==> src/rtl/fetch_stage_if.sv <==
// fetch_stage_if: instruction-memory request/response bus between fetch stage (master) and memory (slave)
interface fetch_stage_if;
  logic        ihit;
  logic [31:0] iload;
  logic        imemREN;
  logic [31:0] imemaddr;
  modport master (input ihit, iload, output imemREN, imemaddr);
  modport slave (output ihit, iload, input imemREN, imemaddr);
endinterface

==> src/rtl/fetch_stage.sv <==
// fetch_stage: PC owner and IF/ID register with wait-state, redirect drain, flush, stall and halt handling
module fetch_stage #(
  parameter logic [31:0] PC_INIT = 32'h0
) (
  input  logic          CLK,
  input  logic          nRST,
  fetch_stage_if.master imem,
  input  logic          stall,
  input  logic          flush,
  input  logic          redirect,
  input  logic [31:0]   redirect_pc,
  input  logic          halt,
  output logic [31:0]   imemload,
  output logic [31:0]   if_id_npc,
  output logic          if_id_valid
);
  typedef enum logic [1:0] {FETCH, DRAIN, HALTED} state_t;
  state_t      state;
  logic [31:0] pc, pend_pc, pc_next4, target;
  assign pc_next4      = pc + 32'd4;
  assign target        = redirect_pc & ~32'h3;
  assign imem.imemREN  = state != HALTED;
  assign imem.imemaddr = pc;
  always_ff @(posedge CLK or negedge nRST)
    if (!nRST) begin
      state       <= FETCH;
      pc          <= PC_INIT;
      pend_pc     <= '0;
      imemload    <= '0;
      if_id_npc   <= '0;
      if_id_valid <= 1'b0;
    end else begin
      imemload    <= '0;
      if_id_npc   <= '0;
      if_id_valid <= 1'b0;
      case (state)
        FETCH:
          if (halt) state <= HALTED;
          else if (redirect) begin
            if (imem.ihit) pc <= target;
            else begin
              pend_pc <= target;
              state   <= DRAIN;
            end
          end else if (flush) begin
            if (imem.ihit && !stall) pc <= pc_next4;
          end else if (stall) begin
            imemload    <= imemload;
            if_id_npc   <= if_id_npc;
            if_id_valid <= if_id_valid;
          end else if (imem.ihit) begin
            imemload    <= imem.iload;
            if_id_npc   <= pc_next4;
            if_id_valid <= 1'b1;
            pc          <= pc_next4;
          end else if_id_npc <= if_id_npc;
        DRAIN:
          if (halt) state <= HALTED;
          else if (imem.ihit) begin
            pc    <= redirect ? target : pend_pc;
            state <= FETCH;
          end else if (redirect) pend_pc <= target;
        default: ;
      endcase
    end
endmodule

==> src/flat_wrapper.sv <==
// flat-port wrapper written by rule: the top's interface ports become plain ports
module fetch_stage_flat 
#(
  parameter logic [31:0] PC_INIT = 32'h0
)
  (CLK, nRST, stall, flush, redirect, redirect_pc, halt, imemload, if_id_npc, if_id_valid, imem_ihit, imem_iload, imem_imemREN, imem_imemaddr);
  fetch_stage_if imem_i ();
  input  logic CLK;
  input  logic nRST;
  input  logic stall;
  input  logic flush;
  input  logic redirect;
  input  logic [31:0] redirect_pc;
  input  logic halt;
  output logic [31:0] imemload;
  output logic [31:0] if_id_npc;
  output logic if_id_valid;
  input wire logic [$bits(imem_i.ihit)-1:0] imem_ihit;
  input wire logic [$bits(imem_i.iload)-1:0] imem_iload;
  output wire logic [$bits(imem_i.imemREN)-1:0] imem_imemREN;
  output wire logic [$bits(imem_i.imemaddr)-1:0] imem_imemaddr;
  assign imem_i.ihit = imem_ihit;
  assign imem_i.iload = imem_iload;
  assign imem_imemREN = imem_i.imemREN;
  assign imem_imemaddr = imem_i.imemaddr;
  fetch_stage #(.PC_INIT(PC_INIT)) u_core (.CLK(CLK), .nRST(nRST), .imem(imem_i), .stall(stall), .flush(flush), .redirect(redirect), .redirect_pc(redirect_pc), .halt(halt), .imemload(imemload), .if_id_npc(if_id_npc), .if_id_valid(if_id_valid));
endmodule
==> config.mk <==
export PLATFORM = sky130hd
export DESIGN_NAME = fetch_stage_flat
export DESIGN_NICKNAME = d
export VERILOG_FILES = /design/src/rtl/fetch_stage_if.sv /design/src/rtl/fetch_stage.sv /design/src/flat_wrapper.sv
export SDC_FILE = /design/constraint.sdc
export NUM_CORES = 1
export LEC_CHECK = 0
export ABC_AREA = 1
export CORE_ASPECT_RATIO = 1.4
export CORE_UTILIZATION = 54
export CTS_CLUSTER_DIAMETER = 100
export DETAILED_ROUTE_END_ITERATION = 12
export GPL_ROUTABILITY_DRIVEN = 1
export HOLD_SLACK_MARGIN = 0.06
export PLACE_DENSITY = 0.86
export SLEW_MARGIN = 10
export SYNTH_ARGS = -nofsm -noshare
export SYNTH_HDL_FRONTEND = slang
export SYNTH_SLANG_ARGS = --single-unit
==> constraint.sdc <==
create_clock -name CLK -period 3.65 [get_ports CLK]
set_clock_uncertainty 0.2 [all_clocks]
set_input_delay 0.5475 -clock CLK [delete_from_list [all_inputs] [get_ports CLK]]
set_output_delay 0.5475 -clock CLK [all_outputs]
set_load 0.1 [all_outputs]
Word level (Yosys, flattened, before mapping)
Index checks and enable logic that the tools add are counted.
{"block": "op_classes", "add_sub_neg": 1, "n_eq_ne": 17, "n_reduce_logical": 8, "n_mux": 39}
{"op": "32-bit 2-to-1 mux", "n": 25}
{"op": "32-bit case mux with 2 select lines", "n": 2}
{"op": "32-bit by 3-bit adder with 32-bit output, second input constant", "n": 1}
{"op": "3-bit != test, second input constant", "n": 5}
{"op": "2-bit != test, second input constant", "n": 7}
{"op": "2-bit 2-to-1 mux", "n": 5}
{"op": "5-bit != test, second input constant", "n": 2}
{"op": "8-bit AND reduction", "n": 1}
{"op": "1-bit 2-to-1 mux", "n": 6}
{"op": "6-bit AND reduction", "n": 1}
{"op": "4-bit by 3-bit != test with 1-bit output, second input constant", "n": 1}
{"op": "4-bit != test, second input constant", "n": 1}
{"op": "2-bit case mux with 2 select lines", "n": 1}
{"op": "4-bit AND reduction", "n": 1}
{"op": "2-bit by 1-bit == test with 1-bit output, second input constant", "n": 1}
{"op": "2-bit zero test", "n": 1}
{"op": "2-bit AND reduction", "n": 1}
{"op": "2-bit nonzero test", "n": 1}
{"op": "1-bit logical AND", "n": 1}
{"op": "1-bit zero test", "n": 1}
{"block": "word_totals", "output_inout_bits": 98, "in_bits": 71, "elab_cells": 71, "register_bits": 131}

Logic depth before layout (Yosys ltp)
Gate-level depths: netlist of the first run.
{"block": "logic_depth", "depth_word": 7, "depth_mapped": 11, "ltp_nobuf": 11}

Worst setup path after synthesis of the first run
Ideal clock, no wire load.
{"block": "synth_timing", "kind": "register to register", "startpoint": "reg u_core.pc[3] (netlist: u_core.imem.imemaddr[3])", "endpoint": "reg u_core.pc[22] (netlist: u_core.imem.imemaddr[22])", "arrival_time_ps": 2251, "path_slack_ps": 1077, "required_ps": 3328, "path_buffers": 0, "period_less_slack_ps": 2573, "setup_ps": 122, "stages_incl_launch_ff": 11, "path_cell_list": "dfrtp_1 > ha_1 > nand2_1 > nor2_2 > nand2_2 > nor2_1 > nand3_1 > nand3_1 > nand2_1 > nand2_1 > a21boi_1"}
{"block": "synth_via", "elab_chain_cells": 7, "elab_cells_between_ends": 8, "classes_between": "add/sub: 1; mux: 7"}
{"element": "from (decl)", "line": "fetch_stage.sv:19", "rtl": "logic [31:0] pc, pend_pc, pc_next4, target;"}
{"element": "from (signal assigned)", "line": "fetch_stage.sv:40", "rtl": "if (imem.ihit) pc <= target;"}
{"element": "from (signal assigned)", "line": "fetch_stage.sv:46", "rtl": "if (imem.ihit && !stall) pc <= pc_next4;"}
{"element": "from (signal assigned)", "line": "fetch_stage.sv:55", "rtl": "pc <= pc_next4;"}
{"element": "32-bit by 3-bit adder with 32-bit output *", "line": "fetch_stage.sv:20", "rtl": "assign pc_next4 = pc + 32'd4;"}
{"element": "32-bit 2-to-1 mux", "line": "fetch_stage.sv:51", "rtl": "end else if (imem.ihit) begin"}
{"element": "32-bit 2-to-1 mux", "line": "fetch_stage.sv:47", "rtl": "end else if (stall) begin"}
{"element": "32-bit 2-to-1 mux *", "line": "fetch_stage.sv:45", "rtl": "end else if (flush) begin"}
{"element": "32-bit 2-to-1 mux *", "line": "fetch_stage.sv:39", "rtl": "else if (redirect) begin"}
{"element": "32-bit 2-to-1 mux *", "line": "fetch_stage.sv:38", "rtl": "if (halt) state <= HALTED;"}
{"element": "32-bit case mux with 2 select lines *", "line": "fetch_stage.sv:36", "rtl": "case (state)"}
Every way passes the cells marked *; elsewhere a longest branch is shown, timed or not. The select of a mux whose other input is x is not followed.
A chain may end at the register's enable or synchronous reset.

Worst setup path after layout of the first run
{"block": "layout_timing", "startpoint": "reg u_core.pc[9] (netlist: u_core.imem.imemaddr[9])", "endpoint": "out imem_imemaddr[9]"}
{"element": "to (decl)", "line": "flat_wrapper.sv:21", "rtl": "output wire logic [$bits(imem_i.imemaddr)-1:0] imem_imemaddr;"}
No word-level cell between the ends.

==> results.py, run 1 <==
metrics = {
    "cts": {
        "cts_buffers": 17,
        "clock_tree.buffer_depth": 2,
        "cts_setup_buffers": 0,
        "cts_root_buf": "sky130_fd_sc_hd__clkbuf_16",
        "cts_htree_levels": 4,
        "clkTransAtPathRegs_ps": 60,
        "clkLatencyLatePin_ps": 410,
        "cts_num_sinks": 131,
        "cts_tree": "done",
    },
    "final_layout": {
        "fillers": 898,
        "sequential_cell_area_um2": 3278,
        "area_growth_syn_to_layout_pct": 35.80,
        "layout-drive-gt1-share": 0.07259,
        "antenna-diode-count": 0,
        "multi_input_comb_area_um2": 2900,
        "final_net_count": 1107,
        "final_core_utilization": 0.7613,
        "count_of_placed_standard_cells_in_the_final_layout_fillers_left_out": 1194,
    },
    "sta": {
        "finalHoldWorstSlack_ps": 278.7,
        "setup-tns-final_ps": 0,
        "hold_viol": 0,
        "finalWorstPathRequiredPeriod_ps": 2805,
        "layout_worst_path_cycle_share": 0.7685,
        "setup-violations-final": 0,
        "remaining_max_slew_budget_at_the_tightest_pin": 0.2950,
        "rsz0062_at_grt": "false",
        "fmax_mhz": 356.5,
        "worst_margin_slew_ps": 1054,
        "report.final.slew_viol_count": 0,
    },
    "logic_synthesis": {
        "syn_nets": 953,
        "synth_cell_types": 34,
        "synth_edf_count": 0,
        "synth.yosys.seq_area_share": 0.4898,
        "synth.largest_area_cell": "sky130_fd_sc_hd__dfrtp_1",
        "async_reset_ff_frac": 1.000,
        "synth_top_cells_by_count": "sky130_fd_sc_hd__nand2_1 (278), sky130_fd_sc_hd__dfrtp_1 (131), sky130_fd_sc_hd__nand3_1 (95)",
        "yosysMostFrequentCell": "sky130_fd_sc_hd__nand2_1",
        "syn-instance-count": 881,
        "number_of_flip_flops_and_latches_in_the_synthesized_netlist": 131,
        "netlist.area_leader.share": 0.4898,
        "number_of_warnings_reported_in_the_yosys_synthesis_log": 0,
        "syn_avg_cell_area_um2": 7.597,
        "synth_area_um2": 6693,
        "dominant_synthesized_flop_cell": "sky130_fd_sc_hd__dfrtp_1",
        "biggest_area_contributors_in_the_synthesized_netlist": "sky130_fd_sc_hd__dfrtp_1 (49%), sky130_fd_sc_hd__nand2_1 (16%), sky130_fd_sc_hd__nand3_1 (7.1%)",
    },
    "critical_path": {
        "timing.critical_path.to_type": "primary output",
        "critPathLaunchType": "flip-flop",
        "timing_worst_setup_path_type": "flip-flop to primary output",
        "timing.critical_path.slowest_stage_cell": "sky130_fd_sc_hd__clkdlybuf4s50_1",
        "required_ps": 2900,
        "path_max_fanout": 5,
        "worst_path_largest_cell_delay_ps": 1180,
        "cpLargestDelayFamily": "buffers and inverters",
        "worst-endpoint-arrival_ps": 2060,
        "cp_num_buf_inv": 1,
        "crit_path_cell_trace": "clkdlybuf4s50_1",
    },
    "power_and_ir_drop": {
        "leakage_nw": 4.404,
        "total_power_mw": 4.522,
        "p_int_mw": 3.079,
        "power_frac_comb": 0.216,
        "switchingPower_mw": 1.443,
        "sequentialPowerShare": 0.360,
        "vdd_drop_max_mv": 0.3498,
        "power-per-cell-area_nw_per_um2": 497.5,
        "switching_portion_of_total_power": 0.3192,
        "clock_power_share": 0.424,
    },
    "route": {
        "routed_wire_length_um": 19680,
        "drt_pass1_iterations": 5,
        "vias_per_cell": 5.617,
        "drt-initial-drc-count": 443,
        "routedWlPerCell_um": 16.48,
        "post_route_drc_violation_count": 0,
        "antenna_violating_nets_post_route": 0,
        "vias": 6707,
    },
    "global_routing": {
        "via_count_of_the_first_global_routing_pass": 6328,
        "grt_first_pass_wirelength_um": 30860,
        "grt_start_max_net_pins": 63,
        "antenna_violations_before_repair": 0,
        "grt_remaining_overflow": 0,
        "track_usage": 0.3161,
    },
    "floorplanning": {
        "floorplan.initialDensity": 0.5606,
        "die_h_um": 133.7,
        "die_width_um": 96.09,
        "floorplan.rows": 47,
        "floorplan.io_pins": 169,
        "die_area_um2": 12850,
        "floorplan.core_area_um2": 11940,
    },
    "job": {
        "drv.max_cap_violation_count": 0,
    },
    "placement": {
        "placed_instances": 1162,
        "place.detailed.hpwl_um": 13870,
        "place_congestion": 0.9481,
        "count_of_buffers_from_port_buffering": 166,
    },
    "worst_hold_path": {
        "min-delay-path-class": "flip-flop to flip-flop",
    },
    "outcome": {
        "result_of_the_run": "complete, no violations",
    },
}
[final timing paths]
kind / startpoint / to / slack, ps / cells past startpoint
setup reg to reg: u_core.state[1]$_DFFE_PN0P_ / u_core.pend_pc[5]$_DFFE_PN0P_ / 1200 / 7
hold reg to reg: u_core.if_id_npc[2]$_DFFE_PN0P_ / u_core.if_id_npc[2]$_DFFE_PN0P_ / 280 / 2
setup / recovery: u_core.imem.imemaddr[9]$_DFFE_PN0P_ / imem_imemaddr[9] / 840 / 1
min in group asynchronous: nRST / u_core.imemload[11]$_DFFE_PN0P_ / 450 / 2
hold / removal: u_core.if_id_npc[2]$_DFFE_PN0P_ / u_core.if_id_npc[2]$_DFFE_PN0P_ / 280 / 2
max in group asynchronous: nRST / u_core.imem.imemaddr[20]$_DFFE_PN0P_ / 1980 / 3
[layer usage]
metal	part of all wire	up-vias	wire [um]	global-route usage
li1	-	3188	-	-
met1	0.38	3129	7482	0.3792
met2	0.50	333	9751	0.5252
met3	0.090	57	1778	0.06963
met4	0.034	0	670	0.1584
met5	0	-	0	0
[cell families after synthesis]
| family | after synthesis | share of synthesized area |
|---|---|---|
| AOI/OAI and AO/OA | 169 | 0.1395 |
| xor gates and xnor gates | 4 | 0.005234 |
| adders and majority gates | 1 | 0.001869 |
| buffers and inverters | 126 | 0.07721 |
| DFF | 131 | 0.4898 |
| muxes | 2 | 0.003365 |
| and+or+nand+nor | 448 | 0.2830 |
[power groups by stage]
stage / clock, mW / combinational, mW / sequential [mW]
floorplan: 0 / 0.297 / 2.00
global placement: 0 / 0.948 / 1.65
detailed placement: 0 / 0.963 / 1.65
CTS: 1.93 / 0.974 / 1.62
global route: 1.99 / 1.04 / 1.64
finish: 1.92 / 0.977 / 1.63
[metrics by stage]
| step | setup WS, ps | instance area, um^2 |
|---|---|---|
| floorplan | 1077 | 6693 |
| global placement | 925.4 | 8414 |
| detailed placement | 869.3 | 8414 |
| CTS | 836.5 | 9089 |
| global route | 796.7 | 9089 |
| finish | 844.9 | 9089 |
[worst reg2reg max path, cell delays in order (launching register included)]
cell and delay (ps):
sky130_fd_sc_hd__dfrtp_1 540, sky130_fd_sc_hd__nor2_8 170, sky130_fd_sc_hd__nand2_2 230, sky130_fd_sc_hd__inv_2 130, sky130_fd_sc_hd__nor4_4 610, sky130_fd_sc_hd__buf_12 310
sky130_fd_sc_hd__nand2_1 80, sky130_fd_sc_hd__o21ai_0 90
[flip-flops by register name (all words and copies together), names as in the netlist]
register	cells
u_core.if_id_npc	32
u_core.pend_pc	32
u_core.if_id_valid	1
u_core.imem.imemaddr	32
u_core.state	2
u_core.imemload	32
[area by class of cell]
| class | instances | share of cell area |
|---|---|---|
| Sequential cell | 131 | 0.3607 |
| Clock buffer | 20 | 0.05135 |
| Clock inverter | 11 | 0.02175 |
| Timing Repair Buffer | 179 | 0.1930 |
| Inverter | 82 | 0.03387 |
| Multi-Input combinational cell | 624 | 0.3191 |
| Tap cell | 147 | 0.02024 |
[layout by cell type (no fill, tap or decap), types with 10 or more instances in the layout]
cell	netlist	final
sky130_fd_sc_hd__a21oi_1	38	38
sky130_fd_sc_hd__a22oi_1	10	10
sky130_fd_sc_hd__buf_4	6	21
sky130_fd_sc_hd__clkbuf_16	0	17
sky130_fd_sc_hd__clkdlybuf4s50_1	0	154
sky130_fd_sc_hd__dfrtp_1	131	131
sky130_fd_sc_hd__inv_1	76	76
sky130_fd_sc_hd__nand2_1	278	278
sky130_fd_sc_hd__nand3_1	95	95
sky130_fd_sc_hd__nor2_1	49	48
sky130_fd_sc_hd__o21ai_0	89	89
[repair_timing]
item | in CTS | in global routing
resized for setup | 0 | 0
hold buffers | 1 | 0
hold endpoints to repair | 37 | 0
endpoints found under the setup margin | 0 | 0
Note: power is estimated with default switching activity, not from simulation.
==> run 2: changes to the inputs <==
--- a/config.mk
+++ b/config.mk
@@ -7,12 +7,12 @@
 export LEC_CHECK = 0
 export ABC_AREA = 1
 export CORE_ASPECT_RATIO = 1.4
-export CORE_UTILIZATION = 54
+export CORE_UTILIZATION = 50
 export CTS_CLUSTER_DIAMETER = 100
 export DETAILED_ROUTE_END_ITERATION = 12
 export GPL_ROUTABILITY_DRIVEN = 1
 export HOLD_SLACK_MARGIN = 0.06
-export PLACE_DENSITY = 0.86
+export PLACE_DENSITY = 0.8
 export SLEW_MARGIN = 10
 export SYNTH_ARGS = -nofsm -noshare
 export SYNTH_HDL_FRONTEND = slang
==> constraint.sdc (replaced) <==
create_clock -name CLK -period 2.79 [get_ports CLK]
set_clock_uncertainty 0.2 [all_clocks]
set_input_delay 0.4185 -clock CLK [delete_from_list [all_inputs] [get_ports CLK]]
set_output_delay 0.4185 -clock CLK [all_outputs]
set_load 0.1 [all_outputs]
==> results.py, run 2 (synthesis results as in run 1) <==
metrics = {
    "outcome": {
        "result_of_the_run": "complete, no violations",
    },
    "floorplanning": {
        "die_h_um": 138.9,
        "floorplan.initialDensity": 0.5174,
        "floorplan.rows": 49,
        "die_width_um": 99.78,
        "die_area_um2": 13860,
        "floorplan.io_pins": 169,
        "floorplan.core_area_um2": 12940,
    },
    "placement": {
        "place_area_um2": 8295,
        "placed_instances": 1198,
        "count_of_buffers_from_port_buffering": 166,
        "place_congestion": 0.8863,
        "place.detailed.hpwl_um": 13720,
        "placement.setup.worst_slack_ps": 301.8,
    },
    "power_and_ir_drop": {
        "power-per-cell-area_nw_per_um2": 660.2,
        "leakage_nw": 4.586,
        "total_power_mw": 5.926,
        "vdd_drop_max_mv": 0.3961,
    },
    "cts": {
        "cts_root_buf": "sky130_fd_sc_hd__clkbuf_16",
        "cts_tree": "done",
        "ctsHoldBuffers": 1,
        "clock_tree.buffer_depth": 2,
        "cts_buffers": 17,
        "clkLatencyLatePin_ps": 410,
        "cts_num_sinks": 131,
        "cts_htree_levels": 4,
        "clkTransAtPathRegs_ps": 60,
        "cts_setup_buffers": 0,
        "post_cts.resized_instances": 0,
    },
    "global_routing": {
        "grt_first_pass_wirelength_um": 31020,
        "via_count_of_the_first_global_routing_pass": 6048,
        "track_usage": 0.2891,
        "antenna_violations_before_repair": 0,
        "grt_remaining_overflow": 0,
        "grt_start_max_net_pins": 62,
    },
    "critical_path": {
        "worst_r2r_start": "u_core.imem.imemaddr[3]$_DFFE_PN0P_",
        "timing_worst_setup_path_type": "flip-flop to flip-flop",
        "critPathLaunchType": "flip-flop",
        "path_max_fanout": 7,
        "worst-endpoint-arrival_ps": 2370,
        "critPathLaunch": "u_core.imem.imemaddr[3]$_DFFE_PN0P_",
        "required_ps": 2870,
        "timing.critical_path.to_type": "flip-flop",
    },
    "sta": {
        "report.final.slew_viol_count": 0,
        "finalWorstPathRequiredPeriod_ps": 2295,
        "layout_worst_path_cycle_share": 0.8224,
        "setup-tns-final_ps": 0,
        "remaining_max_slew_budget_at_the_tightest_pin": 0.5523,
        "hold_viol": 0,
        "finalHoldWorstSlack_ps": 277.3,
        "rsz0062_at_grt": "false",
        "fmax_mhz": 435.8,
        "setup-violations-final": 0,
        "worst_margin_slew_ps": 666.5,
        "final_critical_path_setup_slack_ps": 495.4,
    },
    "route": {
        "antenna_violating_nets_post_route": 0,
        "vias": 6551,
        "drt_pass1_iterations": 5,
        "drt-initial-drc-count": 417,
        "post_route_drc_violation_count": 0,
        "routedWlPerCell_um": 15.77,
        "vias_per_cell": 5.326,
        "routed_wire_length_um": 19400,
    },
    "worst_hold_path": {
        "min-delay-path-class": "input port to async pin",
    },
    "job": {
        "drv.max_cap_violation_count": 0,
    },
    "final_layout": {
        "layout.cell_area.non_filler_um2": 8976,
        "commonest_cells_after_routing_fill_and_taps_aside": "sky130_fd_sc_hd__nand2_1 (278), sky130_fd_sc_hd__dfrtp_1 (131), sky130_fd_sc_hd__buf_4 (112)",
        "layout-drive-gt1-share": 0.1606,
        "count_of_placed_standard_cells_in_the_final_layout_fillers_left_out": 1230,
        "area_growth_syn_to_layout_pct": 34.12,
        "antenna-diode-count": 0,
        "final_core_utilization": 0.6939,
        "fillers": 1097,
        "layout.cells.most_common": "sky130_fd_sc_hd__nand2_1",
        "final_net_count": 1112,
    },
}
==> run 2: final timing paths <==
path | cells past startpoint | end | slack [ps]
min in group CLK | 2 | u_core.if_id_npc[1]$_DFFE_PN0P_ | 290
min | 2 | u_core.imemload[11]$_DFFE_PN0P_ | 280
max reg2reg | 10 | u_core.imem.imemaddr[18]$_DFFE_PN0P_ | 500
max | 10 | u_core.imem.imemaddr[18]$_DFFE_PN0P_ | 500
min reg2reg | 2 | u_core.if_id_npc[1]$_DFFE_PN0P_ | 290
max in group asynchronous | 3 | u_core.if_id_npc[21]$_DFFE_PN0P_ | 1330
==> run 2: layout make-up <==
| class | count | area [um^2] | share of cell area |
|---|---|---|---|
| sequential | 131 | 3278 | 0.3652 |
| multi-input combinational | 624 | 2900 | 0.3231 |
| timing repair buffer | 184 | 1597 | 0.1779 |
| clock buffer | 18 | 439.2 | 0.04893 |
| inverter | 82 | 307.8 | 0.03429 |
| clock inverter | 13 | 231.5 | 0.02579 |
| tap | 178 | 222.7 | 0.02481 |
==> run 2: power breakdown <==
part / switching, mW / internal, mW
clock: 0.848 / 1.70
sequential: 0.117 / 2.02
combinational: 0.915 / 0.333
==> run 2: routing by layer <==
layer | vias to the layer above | GRT usage | wire length, um
met1 | 3038 | 0.3599 | 7946
met3 | 33 | 0.05998 | 1262
met5 | - | 0 | 0
li1 | 3194 | - | -
met4 | 0 | 0.1045 | 442
met2 | 286 | 0.4922 | 9747
==> run 2: critical path, cell delays in order (launching register included) <==
cell,delay [ps]
sky130_fd_sc_hd__dfrtp_1,430
sky130_fd_sc_hd__ha_1,260
sky130_fd_sc_hd__nand2_1,90
sky130_fd_sc_hd__nor2_2,170
sky130_fd_sc_hd__nand2_2,150
sky130_fd_sc_hd__nor2_1,340
sky130_fd_sc_hd__nand2_1,90
sky130_fd_sc_hd__nand3_1,190
sky130_fd_sc_hd__nand2_1,90
sky130_fd_sc_hd__nand2_1,80
sky130_fd_sc_hd__a22oi_1,80
==> run 3: changes to the inputs <==
--- a/config.mk
+++ b/config.mk
@@ -7,12 +7,12 @@
 export LEC_CHECK = 0
 export ABC_AREA = 1
 export CORE_ASPECT_RATIO = 1.4
-export CORE_UTILIZATION = 50
+export CORE_UTILIZATION = 45
 export CTS_CLUSTER_DIAMETER = 100
 export DETAILED_ROUTE_END_ITERATION = 12
 export GPL_ROUTABILITY_DRIVEN = 1
 export HOLD_SLACK_MARGIN = 0.06
-export PLACE_DENSITY = 0.8
+export PLACE_DENSITY = 0.76
 export SLEW_MARGIN = 10
 export SYNTH_ARGS = -nofsm -noshare
 export SYNTH_HDL_FRONTEND = slang
==> constraint.sdc (replaced) <==
create_clock -name CLK -period 1.9 [get_ports CLK]
set_clock_uncertainty 0.2 [all_clocks]
set_input_delay 0.285 -clock CLK [delete_from_list [all_inputs] [get_ports CLK]]
set_output_delay 0.285 -clock CLK [all_outputs]
set_load 0.1 [all_outputs]
==> results.py, run 3 (synthesis results as in run 1) <==
metrics = {
    "final_layout": {
        "antenna-diode-count": 0,
        "layout-drive-gt1-share": 0.2825,
        "commonest_cells_after_routing_fill_and_taps_aside": "sky130_fd_sc_hd__nand2_1 (269), sky130_fd_sc_hd__buf_12 (105), sky130_fd_sc_hd__dfrtp_1 (101)",
        "layout.cells.most_common": "sky130_fd_sc_hd__nand2_1",
        "area_growth_syn_to_layout_pct": 67.49,
        "layout.cell_area.non_filler_um2": 11210,
        "final_net_count": 1199,
    },
    "sta": {
        "final_critical_path_setup_slack_ps": -121.4,
        "setup-violations-final": 13,
        "finalWorstPathRequiredPeriod_ps": 2021,
        "report.final.slew_viol_count": 0,
        "worst_margin_slew_ps": 417.4,
        "hold_viol": 0,
        "remaining_max_slew_budget_at_the_tightest_pin": 0.7217,
        "fmax_mhz": 494.7,
        "rsz0062_at_grt": "true",
        "layout_worst_path_cycle_share": 1.064,
    },
    "cts": {
        "cts_htree_levels": 4,
        "clkTransAtPathRegs_ps": 60,
        "clkLatencyLatePin_ps": 420,
        "cts_root_buf": "sky130_fd_sc_hd__clkbuf_16",
        "cts_buffers": 17,
        "cts_tree": "done",
        "cts_num_sinks": 131,
        "clock_tree.buffer_depth": 2,
    },
    "global_routing": {
        "via_count_of_the_first_global_routing_pass": 6674,
        "grt_start_max_net_pins": 78,
        "grt_first_pass_wirelength_um": 34580,
        "track_usage": 0.2901,
        "grt_remaining_overflow": 0,
        "antenna_violations_before_repair": 0,
    },
    "route": {
        "routedWlPerCell_um": 17.79,
        "drt_pass1_iterations": 5,
        "post_route_drc_violation_count": 0,
        "routed_wire_length_um": 23640,
        "drt-initial-drc-count": 732,
        "antenna_violating_nets_post_route": 0,
        "vias": 7298,
        "vias_per_cell": 5.491,
    },
    "floorplanning": {
        "floorplan.core_area_um2": 14510,
        "die_width_um": 105.1,
        "die_h_um": 146.3,
        "floorplan.initialDensity": 0.4613,
        "die_area_um2": 15370,
        "floorplan.rows": 52,
        "floorplan.io_pins": 169,
    },
    "outcome": {
        "result_of_the_run": "finished, violations left",
        "failed_checks": "negative setup slack",
    },
    "critical_path": {
        "path_max_fanout": 7,
        "worst-endpoint-arrival_ps": 2160,
        "cpLargestDelayFamily": "simple AND/OR/NAND/NOR gates",
        "timing.critical_path.to_type": "flip-flop",
        "crit_path_cell_trace": "ha_4 > nand2_4 > nor2_4 > nand2_4 > nor2_4 > buf_4 > nand2_1 > nand2_1 > nand3_1 > o21ai_1",
        "critPathLaunchType": "flip-flop",
        "cp_num_buf_inv": 1,
        "required_ps": 2040,
        "timing_worst_setup_path_type": "flip-flop to flip-flop",
        "timing.critical_path.slowest_stage_cell": "sky130_fd_sc_hd__dfrtp_4",
        "worst_path_largest_cell_delay_ps": 450,
    },
    "power_and_ir_drop": {
        "power-per-cell-area_nw_per_um2": 802.0,
        "vdd_drop_max_mv": 0.5569,
        "leakage_nw": 5.395,
    },
    "worst_hold_path": {
        "min-delay-path-class": "input port to flip-flop",
    },
    "placement": {
        "place.detailed.hpwl_um": 15660,
        "placement.setup.worst_slack_ps": -225.3,
        "count_of_buffers_from_port_buffering": 166,
        "place_area_um2": 10120,
        "place_congestion": 0.9428,
    },
    "job": {
        "drv.max_cap_violation_count": 0,
    },
}
-- run 3: cell count changes in the layout (fill, tap and decap cells not counted), moves of 9 or more --
| cell | previous run | this run |
|---|---|---|
| sky130_fd_sc_hd__dfrtp_1 | 131 | 101 |
| sky130_fd_sc_hd__o21ai_0 | 89 | 75 |
| sky130_fd_sc_hd__buf_4 | 112 | 88 |
| sky130_fd_sc_hd__buf_12 | 4 | 105 |
| sky130_fd_sc_hd__nand2_1 | 278 | 269 |
| sky130_fd_sc_hd__nor2_4 | 1 | 10 |
| sky130_fd_sc_hd__o21ai_1 | 8 | 19 |
| sky130_fd_sc_hd__dfrtp_4 | 0 | 13 |
| sky130_fd_sc_hd__dfrtp_2 | 0 | 17 |
| sky130_fd_sc_hd__nor2_1 | 48 | 34 |
-- run 3: routing by layer --
metal,share of wire,routed length [um],up-vias,track usage
li1,-,-,3362,-
met1,0.37,8697,3483,0.3488
met2,0.53,12590,385,0.5222
met3,0.068,1616,68,0.04286
met4,0.031,737,0,0.1085
met5,0,0,-,0
-- run 3: final cells by class --
| cell class | count | area, um^2 |
|---|---|---|
| clock inverters | 13 | 147.6 |
| multi-input cells | 624 | 3079 |
| clock buffers | 19 | 452.9 |
| repair buffers | 271 | 3635 |
| fillers | 969 | 3299 |
| well taps | 189 | 236.5 |
| inverters | 82 | 310.3 |
| flip-flops and latches | 131 | 3348 |
-- run 3: stage by stage --
step / instances / setup TNS (ps) / hold WS [ps] / power, mW / util
floorplan: 881 / -201.1 / -210.6 / 4.456 / -
global placement: 1267 / -12060 / -105.2 / 5.495 / 0.6973
detailed placement: 1267 / -12610 / -110.0 / 5.520 / 0.6973
CTS: 1308 / 0 / 172.1 / 8.897 / 0.7472
global route: 1329 / -3075 / 192.6 / 9.277 / 0.7726
finish: 1329 / -431.7 / 180.4 / 8.990 / 0.7726
-- run 3: what timing repair did --
item / in CTS / in global routing
gates cloned: 1 / 5
gates resized for setup: 10 / 47
hold buffers: 2 / 0
setup endpoints to repair: 37 / 57
hold endpoints to repair: 131 / 0
setup buffers: 6 / 16
pin swaps: 3 / 21
-- run 3: worst reg2reg max path: stages (launching register included) --
cell                      delay, ps
sky130_fd_sc_hd__dfrtp_4        450
sky130_fd_sc_hd__ha_4           160
sky130_fd_sc_hd__nand2_4         50
sky130_fd_sc_hd__nor2_4         160
sky130_fd_sc_hd__nand2_4        130
sky130_fd_sc_hd__nor2_4         200
sky130_fd_sc_hd__buf_4          150
sky130_fd_sc_hd__nand2_1         50
sky130_fd_sc_hd__nand2_1         90
sky130_fd_sc_hd__nand3_1        130
sky130_fd_sc_hd__o21ai_1        180
-- run 3: power by group --
part | leakage [nW] | internal [mW] | total (mW) | switching [mW]
Combinational | 3.52 | 0.934 | 2.48 | 1.54
Sequential | 1.59 | 2.99 | 3.15 | 0.157
Clock | 0.283 | 2.02 | 3.36 | 1.34
Total | 5.40 | 5.95 | 8.99 | 3.04
-- run 3: final timing paths --
path	start	endpoint	slack, ps	depth (start not counted)
worst max register to register	u_core.imem.imemaddr[3]$_DFFE_PN0P_	u_core.if_id_npc[28]$_DFFE_PN0P_	-120	10
worst min-delay path	redirect	u_core.if_id_npc[3]$_DFFE_PN0P_	180	4
worst min register to register	u_core.pend_pc[2]$_DFFE_PN0P_	u_core.pend_pc[2]$_DFFE_PN0P_	300	1
worst max-delay path	u_core.imem.imemaddr[3]$_DFFE_PN0P_	u_core.if_id_npc[28]$_DFFE_PN0P_	-120	10
min in group asynchronous	nRST	u_core.if_id_npc[2]$_DFFE_PN0P_	220	3
max in group asynchronous	nRST	u_core.imemload[31]$_DFFE_PN0P_	820	3
